`config.mk`:
```
export PLATFORM = sky130hd
export DESIGN_NAME = cac_fns_enc_seq_flat
export DESIGN_NICKNAME = d
export VERILOG_FILES = /design/src/rtl/cac_fns_enc_seq_if.sv /design/src/rtl/cac_fns_enc_seq.sv /design/src/flat_wrapper.sv
export SDC_FILE = /design/constraint.sdc
export NUM_CORES = 1
export LEC_CHECK = 0
export ABC_AREA = 1
export ABC_CLOCK_PERIOD_IN_PS = 3810
export CAP_MARGIN = 20
export CORE_MARGIN = 2
export CORE_UTILIZATION = 56
export CTS_CLUSTER_SIZE = 25
export DETAILED_ROUTE_END_ITERATION = 10
export GPL_TIMING_DRIVEN = 0
export MAX_ROUTING_LAYER = met4
export PLACE_DENSITY = 0.79
export SLEW_MARGIN = 15
export SYNTH_ARGS = -nofsm -noshare
export SYNTH_HDL_FRONTEND = slang
export SYNTH_SLANG_ARGS = --single-unit
```
`constraint.sdc`:
```
create_clock -name clock -period 3.81 [get_ports clock]
set_clock_uncertainty 0.15 [all_clocks]
set_input_delay 0.762 -clock clock [delete_from_list [all_inputs] [get_ports clock]]
set_output_delay 0.762 -clock clock [all_outputs]
set_load 0.02 [all_outputs]
```
`src/rtl/cac_fns_enc_seq_if.sv`:
```
// Handshake bus for the Fibonacci-weighted CAC encoder: one word in, one codeword + error flag out.
interface cac_fns_enc_seq_if #(parameter int N = 8);
  function automatic int fib(input int n);
    int a = 1;
    int b = 1;
    int t;
    for (int i = 3; i <= n; i++) begin
      t = a + b;
      a = b;
      b = t;
    end
    return b;
  endfunction

  localparam int BLEN = $clog2(fib(N + 2));

  logic            in_valid;
  logic            in_ready;
  logic [BLEN-1:0] datain;
  logic            out_valid;
  logic            out_ready;
  logic [N-1:0]    codeout;
  logic            err;

  modport master (output in_valid, datain, out_ready,
                  input  in_ready, out_valid, codeout, err);
  modport slave  (input  in_valid, datain, out_ready,
                  output in_ready, out_valid, codeout, err);
endinterface

```
`src/rtl/cac_fns_enc_seq.sv`:
```
// Sequential Fibonacci-numeral-system CAC encoder: resolves one bit pair per cycle, MSB pair first,
// then holds the codeword until the consumer takes it.
module cac_fns_enc_seq #(
  parameter int N = 8
) (
  input  logic              clock,
  input  logic              rst_n,
  cac_fns_enc_seq_if.slave  bus
);
  function automatic int fib(input int n);
    int a = 1;
    int b = 1;
    int t;
    for (int i = 3; i <= n; i++) begin
      t = a + b;
      a = b;
      b = t;
    end
    return b;
  endfunction

  localparam int              BLEN = $clog2(fib(N + 2));
  localparam logic [BLEN-1:0] VMAX = BLEN'(fib(N + 2) - 1);
  localparam int              PW   = $clog2(N / 2);
  localparam int              TW   = 2 ** (PW + 1);

  if (N < 4 || N > 32 || (N % 2) != 0) begin : g_bad_n
    $error("cac_fns_enc_seq: N must be even and within 4..32");
  end

  typedef enum logic [1:0] {IDLE, CALC, HOLD} state_t;

  state_t          state, state_nx;
  logic [BLEN-1:0] rem;
  logic [PW-1:0]   pidx;
  logic [N-3:0]    acc;
  logic [N-1:0]    code;
  logic            ovf;
  logic            err_q;

  // w_k = F(k+1); table padded to a power of two so the pair index never runs off the end
  logic [BLEN-1:0] w_tab [TW];
  for (genvar k = 0; k < TW; k++) begin : g_w
    assign w_tab[k] = (k < N) ? BLEN'(fib(k + 1)) : '0;
  end

  // Both bits of a pair compare against w_(2p+1); the low bit subtracts only w_(2p)
  logic [BLEN-1:0] w_hi, w_lo, rem_mid, rem_nx;
  logic            b_hi, b_lo;
  logic [1:0]      pair;
  logic [N-1:0]    acc_nx;

  always_comb begin
    w_hi    = w_tab[{pidx, 1'b1}];
    w_lo    = w_tab[{pidx, 1'b0}];
    b_hi    = (rem >= w_hi);
    rem_mid = b_hi ? rem - w_hi : rem;
    b_lo    = (rem_mid >= w_hi);
    rem_nx  = b_lo ? rem_mid - w_lo : rem_mid;
    pair    = ovf ? 2'b11 : {b_hi, b_lo};
    acc_nx  = {acc, pair};
  end

  always_ff @(posedge clock or negedge rst_n) begin
    if (!rst_n) state <= IDLE;
    else        state <= state_nx;
  end

  always_comb begin
    state_nx = state;
    case (state)
      IDLE:    if (bus.in_valid)  state_nx = CALC;
      CALC:    if (pidx == '0)    state_nx = HOLD;
      HOLD:    if (bus.out_ready) state_nx = IDLE;
      default:                    state_nx = IDLE;
    endcase
  end

  always_ff @(posedge clock or negedge rst_n) begin
    if (!rst_n) begin
      rem   <= '0;
      pidx  <= '0;
      acc   <= '0;
      code  <= '0;
      ovf   <= 1'b0;
      err_q <= 1'b0;
    end else begin
      case (state)
        IDLE: if (bus.in_valid) begin
          ovf  <= (bus.datain > VMAX);
          rem  <= (bus.datain > VMAX) ? '0 : bus.datain;
          pidx <= PW'(N / 2 - 1);
          acc  <= '0;
        end
        CALC: begin
          acc  <= acc_nx[N-3:0];
          rem  <= rem_nx;
          pidx <= pidx - 1'b1;
          if (pidx == '0) begin
            code  <= acc_nx;
            err_q <= ovf;
          end
        end
        HOLD: if (bus.out_ready) begin
          code  <= '0;
          err_q <= 1'b0;
        end
        default: ;
      endcase
    end
  end

  assign bus.in_ready  = (state == IDLE);
  assign bus.out_valid = (state == HOLD);
  assign bus.codeout   = code;
  assign bus.err       = err_q;
endmodule

```
`src/flat_wrapper.sv`:
```
// flat-port wrapper written by rule: the top's interface ports become plain ports
module cac_fns_enc_seq_flat 
#(
  parameter int N = 8
)
  (clock, rst_n, bus_in_valid, bus_datain, bus_out_ready, bus_in_ready, bus_out_valid, bus_codeout, bus_err);
  cac_fns_enc_seq_if #(.N(N)) bus_i ();
  input  logic clock;
  input  logic rst_n;
  input wire logic [$bits(bus_i.in_valid)-1:0] bus_in_valid;
  input wire logic [$bits(bus_i.datain)-1:0] bus_datain;
  input wire logic [$bits(bus_i.out_ready)-1:0] bus_out_ready;
  output wire logic [$bits(bus_i.in_ready)-1:0] bus_in_ready;
  output wire logic [$bits(bus_i.out_valid)-1:0] bus_out_valid;
  output wire logic [$bits(bus_i.codeout)-1:0] bus_codeout;
  output wire logic [$bits(bus_i.err)-1:0] bus_err;
  assign bus_i.in_valid = bus_in_valid;
  assign bus_i.datain = bus_datain;
  assign bus_i.out_ready = bus_out_ready;
  assign bus_in_ready = bus_i.in_ready;
  assign bus_out_valid = bus_i.out_valid;
  assign bus_codeout = bus_i.codeout;
  assign bus_err = bus_i.err;
  cac_fns_enc_seq #(.N(N)) u_core (.clock(clock), .rst_n(rst_n), .bus(bus_i));
endmodule
```
==> reports/results.txt <==
The run finished with clean final reports. The library cell used as clock root buffer is sky130_fd_sc_hd__clkbuf_4. The number of fill cells in the layout came out at 274. The post-route minimum period came out at 3560 ps. STA classifies the critical path startpoint as a flip-flop. Number of port buffers: 20. Static timing analysis puts the maximum clock frequency at 281 MHz. In the synthesized netlist, the number of instances is 239. For this run, design rule violations remaining after detail routing come to 0. The max-slew violation count is 0. The final layout contains 295 nets.

The XOR/XNOR share of the synthesized area works out to 1.88%. The logs give 304 for the number of instances in the placed design and 0 for the number of warning messages in the yosys log. The estimated wirelength of the detail-placed design came out at 3.14 mm. The die covers 3800 sq um. The combinational family with the most area after synthesis is simple AND/OR/NAND/NOR gates. By area the synthesized netlist is led by sky130_fd_sc_hd__dfrtp_1 (35%), sky130_fd_sc_hd__ha_1 (11%), sky130_fd_sc_hd__nand2_1 (10%), sky130_fd_sc_hd__inv_1 (9.9%), sky130_fd_sc_hd__nand3_1 (4.8%).

The path category of the worst min-delay check was reg2reg. Setup repair after global routing left no endpoint under its margin. The number of hold buffers added after CTS is 0, and the average vias per placed instance is 5.45. Once the floorplan was initialized, standard cells occupied 60.0% of the core.

Averaged over all synthesized cells, the footprint is 7.78 sq um. Setup violations remaining at the end of the flow were counted as 0. The residual overflow from global routing is 0. TritonCTS built the clock tree. Together, buffers and inverters on the worst path number 4.

After synthesis, the largest area contributor takes up 35.0% of total cell area. At the pin with the least slew margin, the transition time is 544 ps. The synthesized netlist devotes 15.2% of its cell area to compound gates. Synthesis instantiated 30 different standard cells from the library.

The post-synthesis adder-cell area fraction is 13.6%, and the maximum fanout count along the critical path is 10. The fraction of registers with async set or reset after synthesis was 100%. The tools report the deepest clock path buffer count as 2. The count of cells in the finished layout, fillers not included, comes to 309. 21 I/O pins were placed.

The run gives 20 as the placement row count. For the worst setup path, the data arrival time is 3680 ps. Compared with the post-synthesis result, the final layout area differs by 18.9%. The iteration-0 DRC count of the detailed router came out at 77. The first global-routing pass estimated 6.74 mm of wire. The number of clock buffers added by TritonCTS is 3. The routed wirelength normalized by instance count came out at 13.4 microns.

For the relative slew slack, the log shows 63.7%. Hold timing on the final database bottoms out at a slack of 367 ps. For flop-to-flop paths, the worst setup slack is 250 ps.

Of the cells placed in the final design, the portion with a size suffix greater than 1 is 11.7%. The pre-antenna-repair detailed-routing pass consisted of 4 iterations. The tools report the via count of the first global-routing pass as 1563.

Grouping stages by cell kind, the critical path spends the most delay in adder cells. Among all flip-flop cells after synthesis, the most frequent one is sky130_fd_sc_hd__dfrtp_1. The number of hold violations in the final report is 0. The tools report the kind of end point of the critical path as a flip-flop. Of the available clock period, the critical path in the final layout requires 93.3%. The total detailed-routing wirelength is 4.15 mm.

Horizontal die dimension: 61.6 microns. For this design, the sink count on the clock tree is 26. Among the stages of the critical path, the cell type that occurs most often is sky130_fd_sc_hd__nand2_1. The sequential area share after synthesis came out at 35.0%. Data on the critical path is required at its endpoint by 3930 ps. Leaving out fill and tap cells, the most frequent cells in the layout are sky130_fd_sc_hd__nand2_1 (50), sky130_fd_sc_hd__inv_1 (48), sky130_fd_sc_hd__dfrtp_1 (26).

The largest single stage delay on the critical path is 440 ps. The critical path goes through inv_1 -> ha_1 -> inv_2 -> ha_1 -> inv_1 -> fa_1 -> nand3_1 -> nand2_1 -> nand2_2 -> nand2_4 -> o21ai_2 -> inv_1 -> ha_1 -> nand2_1 -> nand2_1 -> nand2_1 -> nand3_2 -> nand2_1 -> nand3_4 -> a21oi_1 -> o21ai_0 -> nand2_1. The simple-gate share of the synthesized area works out to 23.8%. The count of state elements after synthesis came out at 26. The run gives 268 as the net count of the mapped netlist. From bottom edge to top edge, the die measures 61.6 microns. The commonest non-fill, non-tap cell in the layout was sky130_fd_sc_hd__nand2_1. The cell area that synthesis handed to floorplanning was 1860 sq um. The largest total area in the synthesized netlist belongs to sky130_fd_sc_hd__dfrtp_1. In this run, synthesis inferred 0 flip-flops with an integrated enable. The number of antenna violations at the first check in global routing came out at 0.

The total number of vias is 1684. Critical path class: reg2reg. Clock transition at the registers of the reported paths: 130 ps. Final sum of negative setup slack: 0 ps.

The detail route stage leaves a number of antenna-violating nets equal to 0. Clock latency of the later-clocked register in the worst-skew pair: 320 ps. After routing the design area is 2210 sq um. Once placement finished, the instance area stood at 2130 sq um. The core region is 3100 sq um. The slowest stage of the critical path belongs to the cell sky130_fd_sc_hd__fa_1. In the synthesized netlist, mux cells make up 0% of the area. The tool flagged a number of max-cap violations equal to 0.

The number of H-tree branching levels was 1. 0 antenna diodes ended up in the layout. The pin count of the biggest net entering global routing came out at 17.

Routability-driven placement finished with a final weighted congestion of 0.884. The global router's overall resource usage was 24.8%.
sequential cells by signal (all words and copies together) (netlist names):
name / flops
u_core.bus.codeout: 8
u_core.acc: 6
u_core.rem: 6
u_core.pidx: 2
u_core.state: 2
u_core.bus.err: 1
u_core.ovf: 1
worst paths after layout:
path	depth (start not counted)	end	startpoint
hold reg to reg	1	u_core.pidx[0]$_DFFE_PN0P_	u_core.pidx[0]$_DFFE_PN0P_
setup / recovery	22	u_core.rem[3]$_DFFE_PN0P_	u_core.pidx[0]$_DFFE_PN0P_
hold / removal	1	u_core.pidx[0]$_DFFE_PN0P_	u_core.pidx[0]$_DFFE_PN0P_
max in group asynchronous	2	u_core.bus.codeout[0]$_DFFE_PN0P_	rst_n
setup reg to reg	22	u_core.rem[3]$_DFFE_PN0P_	u_core.pidx[0]$_DFFE_PN0P_
min in group asynchronous	1	u_core.bus.codeout[7]$_DFFE_PN0P_	rst_n
metal layers:
| layer | GRT usage, % | vias to the layer above | part of all wire, % |
|---|---|---|---|
| met5 | - | - | 0 |
| met4 | 3.65 | 0 | 0.77 |
| met2 | 38.8 | 49 | 46 |
| met1 | 34.2 | 798 | 47 |
| met3 | 5.25 | 5 | 5.5 |
| li1 | - | 832 | - |
timing repair:
item | 4_1_cts | 5_1_grt
setup endpoints to repair | 5 | 8
gates resized for setup | 1 | 10
pin swaps | 0 | 3
buffers inserted | 0 | 1
synthesized netlist by cell type (3+ instances only):
| cell type | instances |
|---|---|
| sky130_fd_sc_hd__a21boi_1 | 4 |
| sky130_fd_sc_hd__a21oi_1 | 7 |
| sky130_fd_sc_hd__a21oi_2 | 3 |
| sky130_fd_sc_hd__a31oi_1 | 6 |
| sky130_fd_sc_hd__dfrtp_1 | 26 |
| sky130_fd_sc_hd__ha_1 | 17 |
| sky130_fd_sc_hd__inv_1 | 49 |
| sky130_fd_sc_hd__nand2_1 | 50 |
| sky130_fd_sc_hd__nand2_2 | 4 |
| sky130_fd_sc_hd__nand3_1 | 18 |
| sky130_fd_sc_hd__nor2_1 | 8 |
| sky130_fd_sc_hd__o21ai_0 | 10 |
| sky130_fd_sc_hd__o22ai_1 | 12 |
through the flow:
stage               util, %  worst slack, ps
floorplan                 -              468
global placement       68.2            -14.4
detailed placement     68.7            -46.4
CTS                    70.0             33.7
global route           71.3             21.5
finish                 71.3              254
logic make-up after synthesis:
kind of cell             count (synthesis)
buffers and inverters                   52
AO/OA/AOI/OAI                           46
XOR/XNOR                                 4
AND/OR/NAND/NOR                         92
flip-flops                              26
adder cells (fa/ha/maj)                 19
layout make-up:
cell class / instances / area [sq um] / area share, %
multi-input combinational: 161 / 1050 / 47.5
sequential: 26 / 651 / 29.4
timing repair buffer: 22 / 223 / 10.1
inverter: 50 / 188 / 8.48
tap: 44 / 55.1 / 2.49
clock buffer: 4 / 36.3 / 1.64
buffer: 2 / 8.76 / 0.396
Power is not shown: default switching activity piles up to over one toggle a cycle in this logic, so the estimate is an artifact.
